**src/rtl/qos_arb_pkg.sv**
```systemverilog
// qos_arb_pkg: shared sizes, arbitration mode encodings and FSM state type
package qos_arb_pkg;
  localparam int N_REQ = 4;
  localparam int TBL_DEPTH = 16;
  typedef enum logic [1:0] {
    MODE_RR     = 2'b00,
    MODE_TABLE  = 2'b01,
    MODE_WRR    = 2'b10,
    MODE_STRICT = 2'b11
  } mode_e;
  typedef enum logic {
    IDLE  = 1'b0,
    GRANT = 1'b1
  } state_e;
endpackage

```
**src/rtl/rr_pick.sv**
```systemverilog
// rr_pick: rotating-priority pick of the first requester at or after start
module rr_pick (
  input  logic [3:0] req,
  input  logic [1:0] start,
  output logic [1:0] winner,
  output logic       found
);
  always_comb begin
    winner = '0;
    found  = 1'b0;
    for (int k = 3; k >= 0; k--) begin
      if (req[start + 2'(k)]) begin
        winner = start + 2'(k);
        found  = 1'b1;
      end
    end
  end
endmodule

```
**src/rtl/vc_arb_scheduler.sv**
```systemverilog
// vc_arb_scheduler: packet-granular 4-way arbiter with RR, TABLE, WRR and STRICT modes
module vc_arb_scheduler
  import qos_arb_pkg::*;
#(
  parameter int N_REQ = qos_arb_pkg::N_REQ,
  parameter int TBL_DEPTH = qos_arb_pkg::TBL_DEPTH
) (
  input  logic                         clk,
  input  logic                         rst,
  input  logic                         enb,
  input  logic [1:0]                   mode,
  input  logic [N_REQ-1:0]             req,
  input  logic [2*N_REQ-1:0]           weight,
  input  logic                         done,
  input  logic                         tbl_we,
  input  logic [$clog2(TBL_DEPTH)-1:0] tbl_addr,
  input  logic [1:0]                   tbl_data,
  output logic [N_REQ-1:0]             gnt,
  output logic                         gnt_valid,
  output logic [$clog2(TBL_DEPTH)-1:0] tbl_ptr
);
  localparam int AW = $clog2(TBL_DEPTH);
  state_e state_q, state_d;
  logic [N_REQ-1:0] gnt_q, gnt_d;
  logic [1:0] last_q, last_d, credit_q, credit_d;
  logic [AW-1:0] ptr_q, ptr_d;
  logic [1:0] tbl_q [TBL_DEPTH];
  logic [1:0] tbl_d [TBL_DEPTH];
  logic [1:0] rr_win, st_win, win, tbl_ent;
  logic rr_found, st_found, found, stay;
  rr_pick u_rr (.req(req), .start(last_q + 2'd1), .winner(rr_win), .found(rr_found));
  rr_pick u_st (.req(req), .start(2'd0), .winner(st_win), .found(st_found));
  assign tbl_ent = tbl_q[ptr_q];
  assign stay = mode == MODE_WRR && req[last_q] && credit_q < weight[2*last_q +: 2];
  always_comb begin
    win = mode == MODE_STRICT ? st_win : mode == MODE_TABLE ? tbl_ent : stay ? last_q : rr_win;
    found = mode == MODE_STRICT ? st_found : mode == MODE_TABLE ? req[tbl_ent] : stay || rr_found;
    state_d = state_q;
    gnt_d = gnt_q;
    last_d = last_q;
    credit_d = credit_q;
    ptr_d = ptr_q;
    tbl_d = tbl_q;
    if (tbl_we) tbl_d[tbl_addr] = tbl_data;
    if (state_q == IDLE) begin
      if (enb && mode == MODE_TABLE) ptr_d = ptr_q + 1'b1;
      if (enb && found) begin
        state_d = GRANT;
        gnt_d = '0;
        gnt_d[win] = 1'b1;
        last_d = win;
        credit_d = stay ? credit_q + 2'd1 : 2'd0;
      end
    end else if (done) begin
      state_d = IDLE;
      gnt_d = '0;
    end
  end
  always_ff @(posedge clk) begin
    if (rst) begin
      state_q <= IDLE;
      gnt_q <= '0;
      last_q <= 2'd3;
      credit_q <= '0;
      ptr_q <= '0;
      for (int i = 0; i < TBL_DEPTH; i++) tbl_q[i] <= 2'(i);
    end else begin
      state_q <= state_d;
      gnt_q <= gnt_d;
      last_q <= last_d;
      credit_q <= credit_d;
      ptr_q <= ptr_d;
      tbl_q <= tbl_d;
    end
  end
  assign gnt = gnt_q;
  assign gnt_valid = |gnt_q;
  assign tbl_ptr = ptr_q;
endmodule

```
**config.mk**
```make
export PLATFORM = sky130hd
export DESIGN_NAME = vc_arb_scheduler
export DESIGN_NICKNAME = d
export VERILOG_FILES = /design/src/rtl/qos_arb_pkg.sv /design/src/rtl/rr_pick.sv /design/src/rtl/vc_arb_scheduler.sv
export SDC_FILE = /design/constraint.sdc
export NUM_CORES = 1
export LEC_CHECK = 0
export ABC_AREA = 1
export BUFFER_PORTS_ARGS = -buffer_cell sky130_fd_sc_hd__buf_2
export CAP_MARGIN = 10
export CORE_UTILIZATION = 61
export CTS_BUF_LIST = sky130_fd_sc_hd__clkbuf_2
export CTS_CLUSTER_DIAMETER = 150
export DETAILED_ROUTE_END_ITERATION = 8
export PLACE_DENSITY = 0.83
export SLEW_MARGIN = 40
export SYNTH_ARGS = -nofsm -noshare
export SYNTH_HDL_FRONTEND = slang
export SYNTH_HIERARCHICAL = 1
export SYNTH_SLANG_ARGS = --single-unit
```
**constraint.sdc**
```tcl
create_clock -name clk -period 2.84 [get_ports clk]
set_clock_uncertainty 0.2 [all_clocks]
set_input_delay 0.142 -clock clk [delete_from_list [all_inputs] [get_ports clk]]
set_output_delay 0.142 -clock clk [all_outputs]
set_load 0.05 [all_outputs]
```
==> out/metrics.cfg, run 1 <==
[logic_synthesis]
yosysTopAreaCell = dfxtp_1
ys_types = 33
syn_inst = 466
yosysSeqAreaShare = 0.3085
ys_warn_count = 6
yosys.area.top_type_share = 0.3085
synth_top_cells_by_area = dfxtp_1, nand2_1, nand3_1
syn_area_per_cell_sq_um = 6.267
mappedNetlistArea_sq_um = 2920
ys_ff_latch = 45

[drt]
antenna_left = 0
drc = 0
routedWlPerCell_microns = 13.58
drt-pass1-iter-count = 6
drtIter0Drc = 422
routed_wl_microns = 7688
via_per_inst = 5.624
vias = 3183

[worst_setup_path]
critical_path_depth = 12
cpPeakStageDelay_ps = 440
worstSetupPathType = register to register
crit_required_ps = 3040
crit_path_top_delay_cell = dfxtp_2
crit_chain = inv_2 -> o21ai_0 -> o22ai_1 -> inv_1 -> ha_1 -> a211oi_2 -> nand3_2 -> a21oi_1 -> o21ai_1 -> nand3_1 -> nand4_1 -> a21oi_1
worstRegToRegCells = 12
start_kind = register
worst_setup_path_end_kind = register
cp_data_arrival_time_ps = 2790
crit_top_cell = a21oi_1
rrSetupSlack_ps = 250
cpLargestDelayFamily = compound AO/OA/AOI/OAI gates
path_buf_inv = 2
critPathMaxFanout = 6

[place]
dp.cells = 545
dp_hpwl_microns = 5434
gp_congestion = 0.8924
io_buffers = 33
placed_area_sq_um = 3087

[grt]
grt_pass1_wl_microns = 13250
antenna_found_initial = 0
grt-ovfl-total = 0
grt_usage = 0.3297
grt_max_degree = 34
grt_pass1_vias = 2929

[timing]
hold_viol = 0
max_freq_mhz = 386.1
finalMaxSlewViolations = 0
slew_headroom = 0.6429
setup_viol = 0
rsz0062_at_grt = no
tns_ps = 0
min_period_ps = 2590
whs_ps = 32.21
fin_crit_sh = 0.9121
tightest_slew_ps = 533.7

[min_path]
whs_path_depth = 7
hp-class = input port to register

[cts]
post-cts-setup-buffers = 0
clkSinkCount = 45
cts_root_buf = clkbuf_2
cts_buffer_depth = 2
clkTransAtPathRegs_ps = 260
cts_tree = built
htree_levels = 2
cts_inserted_buffers = 5
worstSkewPairLatency_ps = 450

[die]
die_y_microns = 71.19
io-pin-count = 34
initial_utilization = 0.6527
design.core.area_sq_um = 4474
die_area_sq_um = 5068
die_x_microns = 71.19
row_count = 24

[layout]
layout-area-overhead-vs-synth_pct = 12.90
fin_cells = 566
nets = 540
drive_above_1_share = 0.1751
fin_area_sq_um = 3297
n_antenna_cell = 0

[power_and_ir_drop]
p_total_w = 0.001579
powerDensity_nw_per_um2 = 479.0
power_leakage_nw = 1.636
ir_drop_uv = 364.6

[status]
outcome = completed

[flow_run]
cap_violations = 0

## routing by layer
| layer | part of all wire | track usage |
|---|---|---|
| met5 | 0 | 0 |
| met4 | 0.020 | 0.1111 |
| met3 | 0.099 | 0.05413 |
| met2 | 0.46 | 0.5280 |
| met1 | 0.42 | 0.4516 |
## sequential cells by signal, summed over array words and instances (netlist names)
name,flops
tbl_q,32
gnt,4
tbl_ptr,4
credit_q,2
last_q,2
state_q,1
## repair_timing
item                                    4_1_cts  5_1_grt
endpoints found under the hold margin        39        0
resized for setup                             0        4
endpoints found under the setup margin        0        6
hold buffers                                 13        0
## worst min-delay path, cell delays in order
cell	delay [ps]
buf_2	110
nand2_1	70
a211oi_2	50
nand3_2	110
nor4b_1	80
nand2_1	70
nand2_1	50
## worst paths after layout
check	from	to
worst min register to register	tbl_q[31]$_SDFFE_PP0P_	tbl_q[31]$_SDFFE_PP0P_
worst min-delay path	mode[1]	credit_q[1]$_SDFFE_PP0P_
worst max register to register	last_q[0]$_SDFFE_PP1P_	gnt[3]$_SDFFE_PP0P_
worst max-delay path	last_q[0]$_SDFFE_PP1P_	gnt[3]$_SDFFE_PP0P_
## through the flow
| stage | setup slack, ps | util |
|---|---|---|
| detailed placement | 123.8 | 0.6899 |
| CTS | 75.17 | 0.7352 |
| finish | 249.7 | 0.7369 |
| global route | 46.08 | 0.7369 |
| global placement | 393.8 | 0.6899 |
| floorplan | 448.2 | - |
## cells by family (layout without fill, tap and decap cells)
group                    after synthesis  in the layout  synth area share
other                                  1              5          0.001284
XOR/XNOR                               1              1          0.003000
adder cells (fa/ha/maj)                2              2          0.008568
AND/OR/NAND/NOR                      253            253            0.3963
flip-flops                            45             45            0.3085
AO/OA/AOI/OAI                         75             75            0.1444
buffers and inverters                 89            133            0.1380
## power by group
part / internal, W / switching [W]
clock: 0.000156 / 0.000237
sequential: 0.000660 / 0.0000224
combinational: 0.000165 / 0.000339
## cell usage after synthesis
library cell	instances
o21ai_0	27
buf_6	6
ha_1	2
nand2_4	1
o21ai_1	4
nor2_2	2
nand2_2	11
o211ai_1	11
conb_1	1
inv_2	10
o211ai_2	1
dfxtp_1	45
xor2_1	1
clkinv_1	1
nand3_1	55
a21oi_1	28
nand3_2	8
nor3_1	6
buf_4	3
a211oi_1	1
and2_4	2
nand4_1	4
nor2_1	43
o22ai_1	1
nand2_1	119
buf_1	1
o21ai_2	2
inv_1	60
inv_4	3
nand2_8	1
clkinv_4	1
nor4b_1	1
clkbuf_1	4
## cells in the final DEF (no fill, tap or decap), drive strengths merged, types with 2 or more instances in the layout
cell type | netlist | layout
nor2 | 45 | 45
nand2 | 132 | 132
clkinv | 2 | 2
a21oi | 28 | 28
nor3 | 6 | 6
inv | 73 | 75
o211ai | 12 | 12
and2 | 2 | 2
ha | 2 | 2
nand4 | 4 | 4
nand3 | 63 | 63
dlygate4sd3 | 0 | 13
dfxtp | 45 | 45
conb | 1 | 5
clkbuf | 4 | 5
o21ai | 33 | 33
buf | 10 | 37
## final cells by class
type | instances | area (sq um)
clock buffers | 5 | 25.02
clock inverters | 3 | 47.55
fillers | 407 | 1177
inverters | 75 | 294.0
multi-input cells | 336 | 1637
flip-flops and latches | 45 | 903.4
well taps | 52 | 65.06
repair buffers | 50 | 325.3
Note: power is estimated with default switching activity, not from simulation.
==> run 2: changes to the inputs <==
--- a/config.mk
+++ b/config.mk
@@ -8,11 +8,13 @@
 export ABC_AREA = 1
 export BUFFER_PORTS_ARGS = -buffer_cell sky130_fd_sc_hd__buf_2
 export CAP_MARGIN = 10
-export CORE_UTILIZATION = 61
+export CELL_PAD_IN_SITES_DETAIL_PLACEMENT = 0
+export CELL_PAD_IN_SITES_GLOBAL_PLACEMENT = 1
+export CORE_UTILIZATION = 42
 export CTS_BUF_LIST = sky130_fd_sc_hd__clkbuf_2
 export CTS_CLUSTER_DIAMETER = 150
 export DETAILED_ROUTE_END_ITERATION = 8
-export PLACE_DENSITY = 0.83
+export PLACE_DENSITY_LB_ADDON = 0.1
 export SLEW_MARGIN = 40
 export SYNTH_ARGS = -nofsm -noshare
 export SYNTH_HDL_FRONTEND = slang
==> run 2 against run 1 <==
Against the previous run:
- global-route usage shrank 11 points
- highest routed layer unchanged
- maximum frequency grew 2.0%
- critical path depth rose by 3
- register-to-register slack improved by 50 ps
- critical path type unchanged
- largest power group unchanged
==> out/metrics.cfg, run 2 (synthesis gave the netlist of run 1 again) <==
[timing]
finalMaxSlewViolations = 0  ; unchanged
rsz0062_at_grt = no
hold_viol = 0  ; unchanged
slew_headroom = 0.6615  ; +0.01856
min_period_ps = 2539  ; -50.95 ps
tightest_slew_ps = 505.9  ; -27.73 ps
tns_ps = 0  ; unchanged
whs_ps = 55.26  ; +23.05 ps
setup_viol = 0  ; unchanged
max_freq_mhz = 393.8  ; +2.0%
fin_crit_sh = 0.8941  ; -0.01794

[place]
gp_congestion = 0.8647  ; -3.1%
io_buffers = 33  ; unchanged
dp_hpwl_microns = 5434  ; unchanged
placed_area_sq_um = 3129  ; +1.4%

[drt]
antenna_left = 0  ; unchanged
vias = 2976  ; -6.5%
drtIter0Drc = 175  ; -59%
routed_wl_microns = 7346  ; -4.4%
via_per_inst = 4.993  ; -11%
drt-pass1-iter-count = 4  ; -2
drc = 0  ; unchanged
routedWlPerCell_microns = 12.33  ; -9.3%

[min_path]
hp-class = input port to register
hold_start = mode[0]

[power_and_ir_drop]
ir_drop_uv = 308.6  ; -15%
powerDensity_nw_per_um2 = 438.1  ; -8.5%
power_leakage_nw = 1.627  ; -0.55%
p_total_w = 0.001452  ; -8.1%

[grt]
grt-ovfl-total = 0  ; unchanged
grt_pass1_vias = 2603  ; -11%
antenna_found_initial = 0  ; unchanged
grt_max_degree = 38  ; +12%
grt_pass1_wl_microns = 12580  ; -5.1%
grt_usage = 0.2179  ; -0.1119

[cts]
cts_buffer_depth = 2  ; unchanged
cts_tree = built
clkTransAtPathRegs_ps = 230  ; -30 ps
cts_inserted_buffers = 5  ; unchanged
cts_root_buf = clkbuf_2
post-cts-setup-buffers = 0  ; unchanged
worstSkewPairLatency_ps = 430  ; -20 ps
clkSinkCount = 45  ; unchanged
htree_levels = 2  ; unchanged

[layout]
largest_reg_flops = 32  ; unchanged
final_cell_mix = nand2_1, inv_1, nand3_1
n_antenna_cell = 0  ; unchanged
drive_above_1_share = 0.1744  ; -0.0006787
fin_area_sq_um = 3314  ; +0.53%
top_register = tbl_q
layout_commonest_cell = nand2_1
nets = 542  ; +0.37%
layout-area-overhead-vs-synth_pct = 13.50

[worst_setup_path]
worst_setup_path_end_kind = register
cp_data_arrival_time_ps = 2720  ; -70 ps
crit_top_cell = nand2_1
crit_chain = o21ai_0 -> o22ai_1 -> inv_1 -> ha_1 -> a211oi_1 -> nand3_2 -> nand2_1 -> nand3_1 -> nand2_1 -> nand2_1 -> nand2_1 -> inv_1 -> nor2_1 -> a21oi_1 -> nor2_1
cpPeakStageDelay_ps = 440  ; about the same
crit_required_ps = 3020  ; -20 ps
critPathMaxFanout = 6  ; unchanged
worstSetupPathType = register to register
worstReg2RegStart = last_q[0]$_SDFFE_PP1P_
start_kind = register
crit_start = last_q[0]$_SDFFE_PP1P_
crit_path_top_delay_cell = dfxtp_2

[die]
die_area_sq_um = 7291  ; +44%
row_count = 30  ; +25%
die_x_microns = 85.39  ; +20%
initial_utilization = 0.4322  ; -0.2205
design.core.area_sq_um = 6756  ; +51%
io-pin-count = 34  ; unchanged
die_y_microns = 85.39  ; +20%

[status]
outcome = completed

[flow_run]
cap_violations = 0  ; unchanged

run 2: cell count changes in the layout (fill, tap and decap cells not counted), sizes merged:
cell | before | now
inv | 75 | 73
buf | 37 | 38
bufinv | 1 | 0
clkbuf | 5 | 7
clkinvlp | 0 | 1
dlygate4sd3 | 13 | 14
run 2: final timing paths:
check                                              end  slack (ps)  cells after the start
worst max-delay path               gnt[2]$_SDFFE_PP0P_         300                     15
worst min-delay path            last_q[0]$_SDFFE_PP1P_          60                      6
worst max register to register     gnt[2]$_SDFFE_PP0P_         300                     15
worst min register to register  tbl_q[30]$_SDFFE_PP0P_         290                      2
run 2: per-layer routing:
metal  GRT usage  part of all wire  vias up
met5           0                 0        -
met4     0.06212             0.010        0
met3     0.03113             0.042        6
met2      0.3087              0.41       64
met1      0.3385              0.54     1316
li1            -                 -     1590
run 2: layout make-up:
type / count / area, sq um
Fill cell: 743 / 3442
Clock buffer: 7 / 35.03
Inverter: 75 / 294.0
Clock inverter: 1 / 7.507
Sequential cell: 45 / 903.4
Timing Repair Buffer: 52 / 342.8
Tap cell: 80 / 100.1
Multi-Input combinational cell: 336 / 1632
run 2: per-stage QoR:
step | instances | utilization | setup slack, ps
2_1_floorplan | 470 | - | 448.2
3_3_place_gp | 574 | 0.4631 | 358.3
3_5_place_dp | 574 | 0.4631 | 210.3
4_1_cts | 596 | 0.4902 | 164.4
5_1_grt | 596 | 0.4906 | 38.52
6_report | 596 | 0.4906 | 300.6
run 2: power by group:
part,total (W),switching (W),internal (W)
logic,0.000491,0.000326,0.000165
registers,0.000679,0.0000201,0.000659
clock network,0.000281,0.000213,0.0000680
total,0.00145,0.000559,0.000893
run 2: worst max-delay path: cells and delay by family (launching register included):
kind | cells | cell delay [ps]
simple gates | 8 | 760
compound gates | 4 | 640
flops | 1 | 440
fa+ha+maj | 1 | 320
buf+inv | 2 | 140
run 2: what timing repair did:
item / CTS / global route
endpoints found under the setup margin: 0 / 4
gates resized for setup: 0 / 3
endpoints found under the hold margin: 40 / 0
hold buffers: 14 / 0
==> run 3: changes to the inputs <==
--- a/config.mk
+++ b/config.mk
@@ -10,10 +10,12 @@
 export CAP_MARGIN = 10
 export CELL_PAD_IN_SITES_DETAIL_PLACEMENT = 0
 export CELL_PAD_IN_SITES_GLOBAL_PLACEMENT = 1
+export CORE_ASPECT_RATIO = 1.75
 export CORE_UTILIZATION = 42
 export CTS_BUF_LIST = sky130_fd_sc_hd__clkbuf_2
 export CTS_CLUSTER_DIAMETER = 150
 export DETAILED_ROUTE_END_ITERATION = 8
+export MAX_ROUTING_LAYER = met4
 export PLACE_DENSITY_LB_ADDON = 0.1
 export SLEW_MARGIN = 40
 export SYNTH_ARGS = -nofsm -noshare
==> run 3 against run 2 <==
Against the previous run:
- wire length increased by 8.2%
- global-route usage increased by 1.8 points
- die area increased by 0.18%
- critical endpoint unchanged
- largest cell class unchanged
- largest power group unchanged
==> out/metrics.cfg, run 3 (synthesis gave the netlist of run 1 again) <==
[status]
outcome = completed

[timing]
fin_crit_sh = 0.8728  ; -0.02131
whs_ps = 21.59  ; -33.67 ps
setup_viol = 0  ; unchanged
slew_headroom = 0.6665  ; +0.005034
max_freq_mhz = 403.4  ; +2.4%
tightest_slew_ps = 498.4  ; -7.523 ps
min_period_ps = 2479  ; -60.53 ps
finalMaxSlewViolations = 0  ; unchanged
tns_ps = 0  ; unchanged
hold_viol = 0  ; unchanged
rsz0062_at_grt = no

[die]
row_count = 39  ; +30%
design.core.area_sq_um = 6636  ; -1.8%
die_y_microns = 112.3  ; +32%
die_x_microns = 65.04  ; -24%
io-pin-count = 34  ; unchanged
die_area_sq_um = 7304  ; +0.18%
initial_utilization = 0.4400  ; +0.007823

[cts]
cts_buffer_depth = 2  ; unchanged
worstSkewPairLatency_ps = 440  ; about the same
cts_root_buf = clkbuf_2
cts_inserted_buffers = 5  ; unchanged
cts_tree = built
clkTransAtPathRegs_ps = 230  ; about the same
htree_levels = 2  ; unchanged
clkSinkCount = 45  ; unchanged
post-cts-setup-buffers = 0  ; unchanged

[drt]
routedWlPerCell_microns = 13.27  ; +7.7%
drtIter0Drc = 79  ; -55%
antenna_left = 0  ; unchanged
via_per_inst = 5.043  ; +1.0%
drt-pass1-iter-count = 4  ; unchanged
vias = 3021  ; +1.5%
drc = 0  ; unchanged
routed_wl_microns = 7948  ; +8.2%

[power_and_ir_drop]
powerDensity_nw_per_um2 = 434.9  ; -0.73%
power_leakage_nw = 1.631  ; +0.23%
ir_drop_uv = 305.9  ; -0.88%

[flow_run]
cap_violations = 0  ; unchanged

[worst_setup_path]
critPathMaxFanout = 6  ; unchanged
worstSetupPathType = register to register
start_kind = register
crit_required_ps = 3050  ; +30 ps
worst_setup_path_end_kind = register
cp_data_arrival_time_ps = 2690  ; -30 ps

[layout]
layout_commonest_cell = nand2_1
nets = 543  ; +0.18%
layout-area-overhead-vs-synth_pct = 13.80
top_register = tbl_q
largest_reg_flops = 32  ; unchanged
final_cell_mix = nand2_1, inv_1, nand3_1
drive_above_1_share = 0.1721  ; -0.002272
n_antenna_cell = 0  ; unchanged

[place]
gp_congestion = 0.8745  ; +1.1%
io_buffers = 33  ; unchanged
dp_hpwl_microns = 6131  ; +13%

[grt]
grt_pass1_vias = 2899  ; +11%
grt_usage = 0.2354  ; +0.01752
use_met2 = 0.4438  ; +0.1351
antenna_found_initial = 0  ; unchanged
grt-ovfl-total = 0  ; unchanged
met3_usage = 0.03049  ; -0.0006406
grt_max_degree = 38  ; unchanged
grt_pass1_wl_microns = 12810  ; +1.8%
grt.busiest_layer = met2
met1_usage = 0.2209  ; -0.1176

[min_path]
hp-class = input port to register

run 3: changes by cell type in the layout (fill, tap and decap cells not counted), sizes merged:
cell | previous run | this run
clkinv | 2 | 5
clkinvlp | 1 | 0
clkbuf | 7 | 5
buf | 38 | 39
run 3: worst max-delay path, cell delays in order (launching register included):
cell      delay (ps)
dfxtp_1          380
inv_1            110
o21ai_0           90
o22ai_1          110
inv_1             60
ha_1             320
a211oi_2         280
nand3_2          170
nand2_1           90
nand3_1           70
nand2_1           80
nand2_1           60
nand2_1          100
inv_1             80
nor2_1           110
a21oi_1           50
nor2_1           100
run 3: what timing repair did:
action                                  4_1_cts  5_1_grt
resized for setup                             0        2
hold buffers                                 14        0
hold endpoints to repair                     37        0
endpoints found under the setup margin        0        1
run 3: power breakdown:
part           internal (W)  switching (W)  total, W
Sequential         0.000658      0.0000191  0.000678
Combinational      0.000168       0.000334  0.000502
Clock             0.0000538       0.000212  0.000265
Total              0.000881       0.000565   0.00145
run 3: layout make-up:
class | count | area [sq um]
Inverter | 75 | 294.0
Timing Repair Buffer | 53 | 350.3
Clock buffer | 5 | 25.02
Clock inverter | 3 | 12.51
Fill cell | 747 | 3313
Tap cell | 82 | 102.6
Multi-Input combinational cell | 336 | 1637
Sequential cell | 45 | 902.1
run 3: final timing paths:
kind                                from                     end  slack (ps)  cells after the start
setup / recovery  last_q[1]$_SDFFE_PP1P_     gnt[2]$_SDFFE_PP0P_         360                     16
hold reg to reg   tbl_q[30]$_SDFFE_PP0P_  tbl_q[30]$_SDFFE_PP0P_         280                      2
hold / removal                   mode[0]     gnt[3]$_SDFFE_PP0P_          20                      5
setup reg to reg  last_q[1]$_SDFFE_PP1P_     gnt[2]$_SDFFE_PP0P_         360                     16
run 3: metal layers:
metal  vias to the layer above  part of all wire
met3                        24             0.023
met4                         0             0.043
met1                      1361              0.38
met5                         -                 0
li1                       1581                 -
met2                        55              0.55
run 3: through the flow:
stage	utilization	cells	setup WS, ps	area [sq um]	total power (W)
after floorplan	-	470	448.2	2935	0.001065
after global placement	0.4730	577	278.2	3139	0.001174
after detailed placement	0.4730	577	230.0	3139	0.001177
after CTS	0.4998	599	192.8	3317	0.001453
after global routing	0.5008	599	103.1	3323	0.001537
final	0.5008	599	361.2	3323	0.001445
